<file path="src/rtl/vram_arbiter_if.sv">
// Bus bundle between the VRAM arbiter, its two requesters (VGA scan-out, CPU)
// and the single-port synchronous VRAM.
interface vram_arbiter_if #(
  parameter int ADDR_W = 14,
  parameter int DATA_W = 16
);
  // VGA scan-out read port
  logic              vga_req;
  logic [ADDR_W-1:0] vga_raddr;
  logic [DATA_W-1:0] vga_rdata;
  logic              vga_rvalid;

  // CPU posted-write port
  logic              cpu_wvalid;
  logic              cpu_wready;
  logic [ADDR_W-1:0] cpu_waddr;
  logic [DATA_W-1:0] cpu_wdata;

  // CPU coherent read port
  logic              cpu_rreq;
  logic [ADDR_W-1:0] cpu_raddr;
  logic              cpu_rack;
  logic [DATA_W-1:0] cpu_rdata;
  logic              cpu_rvalid;

  // VRAM port
  logic [ADDR_W-1:0] ram_addr;
  logic [DATA_W-1:0] ram_wdata;
  logic              ram_we;
  logic [DATA_W-1:0] ram_rdata;

  // The arbiter serves the bus
  modport slave (
    input  vga_req, vga_raddr,
    input  cpu_wvalid, cpu_waddr, cpu_wdata,
    input  cpu_rreq, cpu_raddr,
    input  ram_rdata,
    output vga_rdata, vga_rvalid,
    output cpu_wready,
    output cpu_rack, cpu_rdata, cpu_rvalid,
    output ram_addr, ram_wdata, ram_we
  );

  // Requesters and the RAM drive the other side
  modport master (
    output vga_req, vga_raddr,
    output cpu_wvalid, cpu_waddr, cpu_wdata,
    output cpu_rreq, cpu_raddr,
    output ram_rdata,
    input  vga_rdata, vga_rvalid,
    input  cpu_wready,
    input  cpu_rack, cpu_rdata, cpu_rvalid,
    input  ram_addr, ram_wdata, ram_we
  );
endinterface

</file>
<file path="src/rtl/vram_arbiter.sv">
// Single-port VRAM arbiter: VGA reads have absolute priority, CPU writes are
// posted through a small FIFO, CPU reads wait until every posted write drained.
module vram_arbiter #(
  parameter int FIFO_DEPTH = 4,
  parameter int ADDR_W     = 14,
  parameter int DATA_W     = 16
) (
  input  logic          clk,
  input  logic          rst_n,
  vram_arbiter_if.slave bus
);

  localparam int PTR_W = (FIFO_DEPTH > 1) ? $clog2(FIFO_DEPTH) : 1;
  localparam int LVL_W = PTR_W + 1;

  // ---------------------------------------------------------------------
  // Posted-write FIFO state
  // ---------------------------------------------------------------------
  logic [PTR_W-1:0] wr_ptr_reg, wr_ptr_next;
  logic [PTR_W-1:0] rd_ptr_reg, rd_ptr_next;
  logic [LVL_W-1:0] level_reg, level_next;
  logic             cpu_wready_reg, cpu_wready_next;

  logic [FIFO_DEPTH-1:0][ADDR_W-1:0] entry_addr;
  logic [FIFO_DEPTH-1:0][DATA_W-1:0] entry_data;
  logic [ADDR_W-1:0]                 head_addr;
  logic [DATA_W-1:0]                 head_data;

  logic push;
  logic pop;
  logic fifo_empty;

  // ---------------------------------------------------------------------
  // Arbitration and read-owner tag pipeline
  // ---------------------------------------------------------------------
  logic       grant_vga;
  logic       grant_cpu;
  logic [1:0] tag_vga_reg, tag_vga_next;
  logic [1:0] tag_cpu_reg, tag_cpu_next;

  logic [ADDR_W-1:0] ram_addr_reg,  ram_addr_next;
  logic [DATA_W-1:0] ram_wdata_reg, ram_wdata_next;
  logic              ram_we_reg,    ram_we_next;

  assign push       = bus.cpu_wvalid & cpu_wready_reg;
  assign fifo_empty = (level_reg == '0);

  // A CPU read must also not re-issue in the cycle its rack is showing,
  // because the requester is still holding cpu_rreq high during that cycle.
  assign grant_vga  = bus.vga_req;
  assign grant_cpu  = !bus.vga_req && bus.cpu_rreq && fifo_empty && !push
                      && !tag_cpu_reg[0];
  assign pop        = !bus.vga_req && !fifo_empty;

  // ---------------------------------------------------------------------
  // FIFO storage: one register pair per entry, no reset needed
  // ---------------------------------------------------------------------
  genvar gi;
  generate
    for (gi = 0; gi < FIFO_DEPTH; gi++) begin : g_entry
      logic [ADDR_W-1:0] addr_reg;
      logic [DATA_W-1:0] data_reg;

      always_ff @(posedge clk) begin
        if (push && (wr_ptr_reg == PTR_W'(gi))) begin
          addr_reg <= bus.cpu_waddr;
          data_reg <= bus.cpu_wdata;
        end
      end

      assign entry_addr[gi] = addr_reg;
      assign entry_data[gi] = data_reg;
    end
  endgenerate

  assign head_addr = entry_addr[rd_ptr_reg];
  assign head_data = entry_data[rd_ptr_reg];

  // ---------------------------------------------------------------------
  // FIFO bookkeeping
  // ---------------------------------------------------------------------
  always_comb begin
    wr_ptr_next     = wr_ptr_reg;
    rd_ptr_next     = rd_ptr_reg;
    level_next      = level_reg + LVL_W'(push) - LVL_W'(pop);
    cpu_wready_next = (level_next < LVL_W'(FIFO_DEPTH));
    if (push) begin
      wr_ptr_next = wr_ptr_reg + PTR_W'(1);
    end
    if (pop) begin
      rd_ptr_next = rd_ptr_reg + PTR_W'(1);
    end
  end

  always_ff @(posedge clk or negedge rst_n) begin
    if (!rst_n) begin
      wr_ptr_reg     <= '0;
      rd_ptr_reg     <= '0;
      level_reg      <= '0;
      cpu_wready_reg <= 1'b0;
    end else begin
      wr_ptr_reg     <= wr_ptr_next;
      rd_ptr_reg     <= rd_ptr_next;
      level_reg      <= level_next;
      cpu_wready_reg <= cpu_wready_next;
    end
  end

  // ---------------------------------------------------------------------
  // RAM port and read-owner tags
  // ---------------------------------------------------------------------
  always_comb begin
    ram_addr_next  = ram_addr_reg;
    ram_wdata_next = ram_wdata_reg;
    ram_we_next    = 1'b0;
    tag_vga_next   = {tag_vga_reg[0], grant_vga};
    tag_cpu_next   = {tag_cpu_reg[0], grant_cpu};
    if (grant_vga) begin
      ram_addr_next = bus.vga_raddr;
    end else if (grant_cpu) begin
      ram_addr_next = bus.cpu_raddr;
    end else if (pop) begin
      ram_addr_next  = head_addr;
      ram_wdata_next = head_data;
      ram_we_next    = 1'b1;
    end
  end

  always_ff @(posedge clk or negedge rst_n) begin
    if (!rst_n) begin
      ram_addr_reg  <= '0;
      ram_wdata_reg <= '0;
      ram_we_reg    <= 1'b0;
      tag_vga_reg   <= '0;
      tag_cpu_reg   <= '0;
    end else begin
      ram_addr_reg  <= ram_addr_next;
      ram_wdata_reg <= ram_wdata_next;
      ram_we_reg    <= ram_we_next;
      tag_vga_reg   <= tag_vga_next;
      tag_cpu_reg   <= tag_cpu_next;
    end
  end

  // ---------------------------------------------------------------------
  // Outputs: read data is a straight pass-through, owner tag picks rvalid
  // ---------------------------------------------------------------------
  assign bus.ram_addr   = ram_addr_reg;
  assign bus.ram_wdata  = ram_wdata_reg;
  assign bus.ram_we     = ram_we_reg;
  assign bus.cpu_wready = cpu_wready_reg;
  assign bus.cpu_rack   = tag_cpu_reg[0];
  assign bus.cpu_rvalid = tag_cpu_reg[1];
  assign bus.vga_rvalid = tag_vga_reg[1];
  assign bus.vga_rdata  = bus.ram_rdata;
  assign bus.cpu_rdata  = bus.ram_rdata;

endmodule

</file>
<file path="src/flat_wrapper.sv">
// flat-port wrapper written by rule: the top's interface ports become plain ports
module vram_arbiter_flat 
#(
  parameter int FIFO_DEPTH = 4,
  parameter int ADDR_W     = 14,
  parameter int DATA_W     = 16
)
  (clk, rst_n, bus_vga_req, bus_vga_raddr, bus_cpu_wvalid, bus_cpu_waddr, bus_cpu_wdata, bus_cpu_rreq, bus_cpu_raddr, bus_ram_rdata, bus_vga_rdata, bus_vga_rvalid, bus_cpu_wready, bus_cpu_rack, bus_cpu_rdata, bus_cpu_rvalid, bus_ram_addr, bus_ram_wdata, bus_ram_we);
  vram_arbiter_if #(.ADDR_W(ADDR_W), .DATA_W(DATA_W)) bus_i ();
  input  logic clk;
  input  logic rst_n;
  input wire logic [$bits(bus_i.vga_req)-1:0] bus_vga_req;
  input wire logic [$bits(bus_i.vga_raddr)-1:0] bus_vga_raddr;
  input wire logic [$bits(bus_i.cpu_wvalid)-1:0] bus_cpu_wvalid;
  input wire logic [$bits(bus_i.cpu_waddr)-1:0] bus_cpu_waddr;
  input wire logic [$bits(bus_i.cpu_wdata)-1:0] bus_cpu_wdata;
  input wire logic [$bits(bus_i.cpu_rreq)-1:0] bus_cpu_rreq;
  input wire logic [$bits(bus_i.cpu_raddr)-1:0] bus_cpu_raddr;
  input wire logic [$bits(bus_i.ram_rdata)-1:0] bus_ram_rdata;
  output wire logic [$bits(bus_i.vga_rdata)-1:0] bus_vga_rdata;
  output wire logic [$bits(bus_i.vga_rvalid)-1:0] bus_vga_rvalid;
  output wire logic [$bits(bus_i.cpu_wready)-1:0] bus_cpu_wready;
  output wire logic [$bits(bus_i.cpu_rack)-1:0] bus_cpu_rack;
  output wire logic [$bits(bus_i.cpu_rdata)-1:0] bus_cpu_rdata;
  output wire logic [$bits(bus_i.cpu_rvalid)-1:0] bus_cpu_rvalid;
  output wire logic [$bits(bus_i.ram_addr)-1:0] bus_ram_addr;
  output wire logic [$bits(bus_i.ram_wdata)-1:0] bus_ram_wdata;
  output wire logic [$bits(bus_i.ram_we)-1:0] bus_ram_we;
  assign bus_i.vga_req = bus_vga_req;
  assign bus_i.vga_raddr = bus_vga_raddr;
  assign bus_i.cpu_wvalid = bus_cpu_wvalid;
  assign bus_i.cpu_waddr = bus_cpu_waddr;
  assign bus_i.cpu_wdata = bus_cpu_wdata;
  assign bus_i.cpu_rreq = bus_cpu_rreq;
  assign bus_i.cpu_raddr = bus_cpu_raddr;
  assign bus_i.ram_rdata = bus_ram_rdata;
  assign bus_vga_rdata = bus_i.vga_rdata;
  assign bus_vga_rvalid = bus_i.vga_rvalid;
  assign bus_cpu_wready = bus_i.cpu_wready;
  assign bus_cpu_rack = bus_i.cpu_rack;
  assign bus_cpu_rdata = bus_i.cpu_rdata;
  assign bus_cpu_rvalid = bus_i.cpu_rvalid;
  assign bus_ram_addr = bus_i.ram_addr;
  assign bus_ram_wdata = bus_i.ram_wdata;
  assign bus_ram_we = bus_i.ram_we;
  vram_arbiter #(.FIFO_DEPTH(FIFO_DEPTH), .ADDR_W(ADDR_W), .DATA_W(DATA_W)) u_core (.clk(clk), .rst_n(rst_n), .bus(bus_i));
endmodule
</file>
<file path="config.mk">
export PLATFORM = sky130hd
export DESIGN_NAME = vram_arbiter_flat
export DESIGN_NICKNAME = d
export VERILOG_FILES = /design/src/rtl/vram_arbiter_if.sv /design/src/rtl/vram_arbiter.sv /design/src/flat_wrapper.sv
export SDC_FILE = /design/constraint.sdc
export NUM_CORES = 1
export LEC_CHECK = 0
export ABC_CLOCK_PERIOD_IN_PS = 4800
export BUFFER_PORTS_ARGS = -buffer_cell sky130_fd_sc_hd__clkbuf_2
export CORE_AREA = 4 4 155 157
export DETAILED_ROUTE_END_ITERATION = 8
export DIE_AREA = 0 0 159 161
export PLACE_DENSITY = 0.57
export SETUP_SLACK_MARGIN = 0.4
export SLEW_MARGIN = 0
export SYNTH_ARGS = -nofsm -noshare
export SYNTH_HDL_FRONTEND = slang
export SYNTH_SLANG_ARGS = --single-unit
</file>
<file path="constraint.sdc">
create_clock -name clk -period 4.8 [get_ports clk]
set_input_delay 0.72 -clock clk [delete_from_list [all_inputs] [get_ports clk]]
set_output_delay 0.72 -clock clk [all_outputs]
set_load 0.03 [all_outputs]
</file>
==> results of run 1 <==
how the worst max path moves through the flow:
stage                                        startpoint                            end  slack, ns  cells past startpoint
final                     u_core.level_reg[1]$_DFF_PN0_  u_core.level_reg[2]$_DFF_PN0_       2.31                      8
after floorplan                             bus_vga_req  u_core.level_reg[2]$_DFF_PN0_       2.54                      6
after global placement                      bus_vga_req  u_core.level_reg[2]$_DFF_PN0_       2.31                      6
after global routing      u_core.level_reg[0]$_DFF_PN0_  u_core.level_reg[2]$_DFF_PN0_       2.15                      8
after CTS                 u_core.level_reg[1]$_DFF_PN0_  u_core.level_reg[2]$_DFF_PN0_       2.30                      8
after detailed placement                    bus_vga_req  u_core.level_reg[2]$_DFF_PN0_       2.24                      6
cell type report:
class                   instances  area [sq um]
clock buffers                  18           439
clock inverters                14           159
fillers                      2131         14800
inverters                       5          18.8
multi-input cells             131          1580
flip-flops and latches        163          4680
well taps                     285           357
repair buffers                100           508
metal layers:
layer	up-vias	wire length, microns	share of wire, %	GRT usage (%)
li1	1498	-	-	-
met1	1655	5980	42	13.8
met2	96	6820	48	19.0
met3	41	962	6.8	4.44
met4	2	419	3.0	4.50
met5	-	7	0.049	0
kinds of logic (layout without fill, tap and decap cells):
| family | Yosys count | in the layout | share of synthesized area [%] |
|---|---|---|---|
| mux | 46 | 46 | 13.3 |
| compound gates | 44 | 44 | 5.50 |
| flops | 163 | 163 | 70.1 |
| simple gates | 30 | 30 | 2.87 |
| buf+inv | 57 | 137 | 6.32 |
| xor+xnor | 5 | 5 | 0.657 |
| fa+ha+maj | 6 | 6 | 1.24 |
placed cells by master (no fill, tap or decap), drive strengths merged:
master and n:
and2 1, and3 4, buf 3, bufinv 3
clkbuf 115, clkinv 7, clkinvlp 2, dfrtp 43
edfxtp 120, fa 1, ha 5, inv 7
mux2 16, mux4 30, nand2 3, nand2b 1
nor2 1, nor3 16, nor3b 1, nor4 1
o211ai 14, o21a 1, o21ai 1, o22ai 14
o31ai 14, or3 1, or4 1, xnor2 3
xor2 2
critical path, cell delays in order (launching register included):
cell and delay, ns:
dfrtp_1 0.46, nor3_4 0.59, or3_2 0.26, nand2_1 0.06
ha_1 0.19, fa_1 0.37, xnor2_1 0.15, xnor2_1 0.22
inv_1 0.08
metrics by stage:
stage / util, % / instances / hold slack [ns]
3_5_place_dp: 31.7 / 684 / 0.337
5_1_grt: 34.4 / 716 / 0.353
3_3_place_gp: 31.7 / 684 / 0.345
4_1_cts: 34.4 / 716 / 0.350
2_1_floorplan: - / 351 / 0.331
6_report: 34.4 / 716 / 0.347
cells in the mapped netlist, types with 2 or more instances:
cell / instances
buf_4: 39
mux4_2: 30
edfxtp_1: 120
and3_1: 4
o22ai_1: 5
mux2_4: 8
o22ai_2: 9
o211ai_1: 14
inv_1: 5
buf_6: 4
nand2_1: 3
clkbuf_1: 2
ha_1: 5
o31ai_1: 14
xor2_1: 2
dfrtp_1: 43
buf_2: 4
nor3_1: 14
mux2_2: 8
xnor2_1: 3
power breakdown:
| group | internal (mW) | leakage (nW) | total [mW] | switching (mW) |
|---|---|---|---|---|
| Clock | 0.828 | 0.291 | 1.36 | 0.533 |
| Sequential | 1.84 | 1.59 | 2.08 | 0.240 |
| Combinational | 0.583 | 0.927 | 1.36 | 0.772 |
==> metrics, run 1 <==
TritonCTS buffer count=17; Max VDD drop=270 uV; vias in the first global route=3688; final cycle utilization of the critical path=52.0%; Crit Path Class=reg -> reg; RSZ-0062 raised after global routing=no; Syn Inst Count=351; Yosys warning count=0; vias per inst=4.60; Setup crit end kind=flop; Die ar.=0.0256 sq mm; WL per Instance=19.8 microns; Worst Path Max Fanout=17; DIE HEIGHT=161 microns; leading register cell type out of synthesis=edfxtp_1; Fin Setup TNS=0 ns; reg2reg start=u_core.level_reg[1]$_DFF_PN0_; first-pass GRT wire length=22.3 mm; Die Wd=159 microns; crit path launch type=flop; Clk Latency, worst-skew pair=0.41 ns; clk root buf=clkbuf_16; Area after DPL=0.00714 sq mm; number of synthesized flops with an enable pin=120; # setup viols final=0; CTS resizes=0; initial antenna violation count=1; hold-fix buffers at CTS=0; HP Start=u_core.tag_vga_reg[0]$_DFF_PN0_; initial core utilization=29.6%; # IOs=146; Seq/Total Area, Yosys=70.1%; final hold violation count=0; Reg-to-Reg End=u_core.level_reg[2]$_DFF_PN0_; Yosys top cell by area=edfxtp_1; Synth Register Bits=163; max-cap violations=0; R2R depth=8; max-slew violation count=0; number of clock sinks=163; Final WS setup=2.31 ns; routed wire length=14.2 mm; Power Total=4.80 mW; H-tree Lvls=4; Synth area leaders=edfxtp_1 54%, dfrtp_1 16%, mux4_2 10%, buf_4 4.4%, mux2_4 1.8%; Vias=3292; n_diodes=0; Hold Path Class=reg -> reg; min cycle time layout=2.49 ns; Clock Path Buffers=2; status=finished clean; Synth Area per Inst=19.0 sq um; Max Clock Skew=0.00695 ns; layout cell share with drive strength beyond 1=45.5%; Antenna Nets Post-Route=0; Global Route Usage Sum=11.6%; max frequency=401 MHz; grt ovf=0; post-CTS setup buffer count=0; Worst Hold Depth=0; relative slew slack=38.9%; gpl congestion=0.743; arrival time worst endpoint=2.79 ns; std cell rows=55; Layout area overhead=16.0%; drt first pass iters=4; power density over the cells=620 mW/mm^2; Hold EP=u_core.tag_vga_reg[1]$_DFF_PN0_; R2R setup slack=2.31 ns; fraction of registers with async set/reset=26.4%; largest net degree at the start of global routing=44; final instance area=0.00774 sq mm; port bufs=97; Worst-path clk slew=0.06 ns; P_leak=2.81 nW; synth unique cells=35; DP HPWL=9.09 mm; Slew @ Worst Pin=0.916 ns; max FFs per register=64; TritonCTS clock tree=done; iteration-0 DRC count of the detailed router=159; Final #Nets=503; top cell type's share of synthesized area=54.0%; Post-Place Worst Slack=2.24 ns; Critical Path RT=5.09 ns; Syn Nets=436; DRC violations left=0; core area=0.0225 sq mm; Post-Synthesis Cell Area=0.00667 sq mm
Note: power is estimated with default switching activity, not from simulation.
==> run 2: changes to the inputs <==
- ABC_CLOCK_PERIOD_IN_PS: 4800 -> 2360
- clock period: 4.8 -> 2.36 ns (I/O delays scaled with it)
==> metrics, run 2 (synthesis results as in run 1) <==
max-cap violations=0; RSZ-0062 raised after global routing=yes; GR Layer Usage met2=18.9%; initial core utilization=29.6%; final hold violation count=0; routed wire length=14.6 mm; Fin Setup TNS=0 ns; largest net degree at the start of global routing=44; Crit path largest cell delay=0.47 ns; DRC violations left=0; Reg-to-Reg End=u_core.level_reg[2]$_DFF_PN0_; Max VDD drop=560 uV; Clk Latency, worst-skew pair=0.42 ns; final cycle utilization of the critical path=82.0%; most frequent cells in the layout=120 x edfxtp_1, 97 x clkbuf_2, 38 x dfrtp_1, 30 x mux4_2; Cell Count Post-Placement=696; CP delay by family, top=flip-flops; Crit Path Class=reg -> reg; Die Wd=159 microns; GR Util met3=3.75%; hold-fix buffers at CTS=0; max FFs per register=64; Max Clock Skew=0.00759 ns; R2R setup slack=0.43 ns; # setup viols final=0; critical path cell sequence=nor3_4 -> or3_4 -> buf_4 -> fa_2 -> xnor2_2 -> xnor2_2 -> inv_1; reg2reg start=u_core.level_reg[0]$_DFF_PN0_; DP HPWL=9.64 mm; Die ar.=0.0256 sq mm; R2R depth=7; initial antenna violation count=0; Layout area overhead=18.7%; Global Route Usage Sum=11.7%; GR peak layer=met2; Slew @ Worst Pin=0.705 ns; Worst Path Max Fanout=5; commonest non-fill, non-tap cell in the layout=edfxtp_1; min cycle time layout=1.93 ns; max-slew violation count=0; vias per inst=4.62; clk root buf=clkbuf_16; Buf+Inv Stages, Crit Path=2; layout cell share with drive strength beyond 1=49.6%; arrival time worst endpoint=2.24 ns; storage element area=0.00469 sq mm; Cell Count, Final, Fillers Out=733; TritonCTS buffer count=17; critical path's slowest cell=dfrtp_1; grt ovf=0; Hold Path Class=in -> async; power density over the cells=1250 mW/mm^2; port bufs=97; area of the multi-input gates=0.00162 sq mm; WL per Instance=19.9 microns; TritonCTS clock tree=done; Setup crit end kind=flop; drt first pass iters=4; core area=0.0225 sq mm; vias in the first global route=3718; crit path launch type=flop; max frequency=517 MHz; CP most frequent cell=xnor2_2; status=finished clean; gpl congestion=0.764; DIE HEIGHT=161 microns; Vias=3387; Antenna Nets Post-Route=0; n_diodes=0; # IOs=146; met1 usage=14.5%; relative slew slack=53.0%; Clock Path Buffers=2; Critical Path RT=2.66 ns; Worst-path clk slew=0.06 ns; first-pass GRT wire length=22.5 mm; fill count=2122; iteration-0 DRC count of the detailed router=192; Final #Nets=520; std cell rows=55; P_leak=2.90 nW; number of clock sinks=163; H-tree Lvls=4
==> run 2: power breakdown <==
group	internal [mW]	switching, mW
Sequential	3.75	0.351
Clock	1.50	1.14
Combinational	1.37	1.78
==> run 2: area by class of cell <==
| cell class | instances | share of cell area (%) |
|---|---|---|
| sequential | 163 | 59.2 |
| multi-input combinational | 131 | 20.4 |
| timing repair buffer | 117 | 8.50 |
| clock buffer | 19 | 5.59 |
| tap | 285 | 4.50 |
| clock inverter | 13 | 1.61 |
| inverter | 5 | 0.237 |
==> run 2: what timing repair did <==
| action | 4_1_cts | 5_1_grt |
|---|---|---|
| pin swaps | 2 | 5 |
| setup buffers | 0 | 5 |
| setup endpoints to repair | 1 | 2 |
| gates resized for setup | 4 | 4 |
==> run 2: per-layer routing <==
layer,vias up,share of wire (%)
met4,0,2.5
met3,36,6.4
met1,1708,42
met5,-,0
met2,107,49
li1,1536,-
==> run 2: per-stage QoR <==
step | setup WS [ns] | cell area (sq um) | hold WS [ns] | util (%) | total power, mW
6_report | 0.426 | 7920 | 0.0429 | 35.2 | 9.89
2_1_floorplan | 0.355 | 6680 | 0.0584 | - | 6.41
4_1_cts | 0.409 | 7860 | 0.0538 | 34.9 | 9.99
5_1_grt | 0.329 | 7920 | 0.0807 | 35.2 | 10.5
3_5_place_dp | 0.412 | 7280 | 0.336 | 32.3 | 7.25
3_3_place_gp | 0.499 | 7280 | 0.335 | 32.3 | 7.17
==> run 2: worst max path at each step <==
stage / from / to / slack (ns) / cells after the start
3_3_place_gp: u_core.level_reg[2]$_DFF_PN0_ / u_core.level_reg[2]$_DFF_PN0_ / 0.50 / 8
2_1_floorplan: u_core.level_reg[2]$_DFF_PN0_ / u_core.level_reg[2]$_DFF_PN0_ / 0.35 / 8
6_report: u_core.level_reg[0]$_DFF_PN0_ / u_core.level_reg[2]$_DFF_PN0_ / 0.43 / 7
5_1_grt: u_core.level_reg[1]$_DFF_PN0_ / u_core.level_reg[2]$_DFF_PN0_ / 0.33 / 8
3_5_place_dp: u_core.level_reg[2]$_DFF_PN0_ / u_core.level_reg[2]$_DFF_PN0_ / 0.41 / 8
4_1_cts: u_core.level_reg[2]$_DFF_PN0_ / u_core.level_reg[2]$_DFF_PN0_ / 0.41 / 8
==> run 3: changes to the inputs <==
- ABC_CLOCK_PERIOD_IN_PS: 2360 -> 1800
- clock period: 2.36 -> 1.8 ns (I/O delays scaled with it)
==> metrics, run 3 (synthesis results as in run 1) <==
Layout area overhead=33.4%; Net Sw Power=4.80 mW; Flop pwr share=36.8%; max-cap violations=0; TritonCTS buffer count=17; Net Sw Frac=33.2%; # setup viols final=1; WL per Instance=22.3 microns; std cell rows=55; Post-Place Worst Slack=-0.105 ns; Critical Path RT=2.11 ns; Fin Hold WS=0.0601 ns; first-pass GRT wire length=24.2 mm; gpl congestion=0.707; Final WS setup=-0.0332 ns; max FFs per register=64; max-slew violation count=0; drt first pass iters=4; largest net degree at the start of global routing=44; Final #Nets=560; arrival time worst endpoint=2.14 ns; DRC violations left=0; P_leak=3.29 nW; number of clock sinks=163; routed wire length=17.2 mm; grt ovf=0; port bufs=97; Worst-path clk slew=0.07 ns; Hold Path Class=in -> reg; TritonCTS clock tree=done; Vias=3639; H-tree Lvls=4; layout cell share with drive strength beyond 1=58.6%; Power Total=14.4 mW; Max VDD drop=656 uV; power density over the cells=1620 mW/mm^2; area of the multi-input gates=0.00191 sq mm; Die Wd=159 microns; Setup crit end kind=flop; initial core utilization=29.6%; Crit Path Class=reg -> reg; Antenna Nets Post-Route=0; Worst Path Max Fanout=2; RSZ-0062 raised after global routing=yes; Die ar.=0.0256 sq mm; max frequency=546 MHz; Max Clock Skew=0.00684 ns; fill count=2044; vias per inst=4.71; iteration-0 DRC count of the detailed router=123; combinational power share=38.6%; failing checks=negative setup slack; final hold violation count=0; Area after DPL=0.00743 sq mm; most frequent cells in the layout=120 x edfxtp_1, 97 x clkbuf_2, 38 x dfrtp_1, 30 x mux4_2; Clk pwr share=24.6%; min cycle time layout=1.83 ns; vias in the first global route=3958; commonest non-fill, non-tap cell in the layout=edfxtp_1; # IOs=146; DIE HEIGHT=161 microns; n_diodes=0; DP HPWL=9.29 mm; Clock Path Buffers=2; relative slew slack=58.0%; storage element area=0.00469 sq mm; clk root buf=clkbuf_16; Slew @ Worst Pin=0.630 ns; initial antenna violation count=2; final cycle utilization of the critical path=102%; status=finished with violations; Cell Count Post-Placement=704; core area=0.0225 sq mm; cell-internal power=9.65 mW; crit path launch type=flop; final instance area=0.00890 sq mm; Clk Latency, worst-skew pair=0.42 ns; Cell Count, Final, Fillers Out=773; Global Route Usage Sum=12.6%
run 3: cell types whose count changed in the layout (fill, tap and decap cells not counted), sizes merged:
cell | before | now
buf | 20 | 54
clkbuf | 116 | 120
dlygate4sd3 | 0 | 1
inv | 9 | 12
clkinv | 5 | 4
clkinvlp | 3 | 2
run 3: critical path, cell delays in order, from the launching register on:
cell	delay, ns
dfrtp_2	0.42
nor3_4	0.20
or3_4	0.16
nand2_2	0.05
ha_4	0.15
fa_2	0.34
xnor2_2	0.14
xnor2_1	0.17
inv_1	0.07
run 3: layout make-up:
| cell class | instances | area share, % |
|---|---|---|
| flip-flops and latches | 163 | 52.6 |
| clock buffers | 18 | 4.93 |
| inverters | 5 | 0.211 |
| repair buffers | 157 | 15.2 |
| clock inverters | 14 | 1.59 |
| well taps | 285 | 4.01 |
| multi-input cells | 131 | 21.4 |
run 3: final timing paths:
path | from | depth (start not counted) | slack [ns] | to
setup / recovery | u_core.level_reg[2]$_DFF_PN0_ | 8 | -0.03 | u_core.level_reg[2]$_DFF_PN0_
setup reg to reg | u_core.level_reg[2]$_DFF_PN0_ | 8 | -0.03 | u_core.level_reg[2]$_DFF_PN0_
hold / removal | bus_cpu_wdata[4] | 1 | 0.06 | u_core.g_entry[0].data_reg[4]$_DFFE_PP_
hold reg to reg | u_core.tag_vga_reg[0]$_DFF_PN0_ | 0 | 0.36 | u_core.tag_vga_reg[1]$_DFF_PN0_
min in group asynchronous | rst_n | 3 | 0.49 | u_core.tag_vga_reg[1]$_DFF_PN0_
max in group asynchronous | rst_n | 3 | 0.86 | u_core.tag_cpu_reg[0]$_DFF_PN0_
run 3: per-stage QoR:
step	util, %	setup TNS (ns)
6_report	39.6	-0.0332
5_1_grt	39.6	-0.141
4_1_cts	37.8	-0.0465
3_5_place_dp	33.0	-0.117
3_3_place_gp	33.0	-0.0285
2_1_floorplan	-	-0.330
run 3: metal layers:
layer	wire length (microns)	share of wire [%]	vias up	global-route usage, %
li1	-	-	1623	-
met1	7150	42	1863	14.8
met2	8730	51	104	21.5
met3	900	5.2	45	3.93
met4	399	2.3	4	5.33
met5	27	0.16	-	0
run 3: repair_timing:
action                                  CTS  global route
hold buffers                              1             0
cloned                                    6             7
resized for setup                        49            35
pin swaps                                23             2
endpoints found under the hold margin    43             0
endpoints found under the setup margin  116           125
setup buffers                            14             9
run 3: power by group through the flow:
stage	combinational [mW]	clock (mW)	sequential [mW]
final	5.57	3.55	5.32
after global routing	5.97	3.85	5.40
after CTS	5.11	3.64	5.32
after detailed placement	4.35	0	5.39
after global placement	4.28	0	5.36
after floorplan	2.51	0	6.03
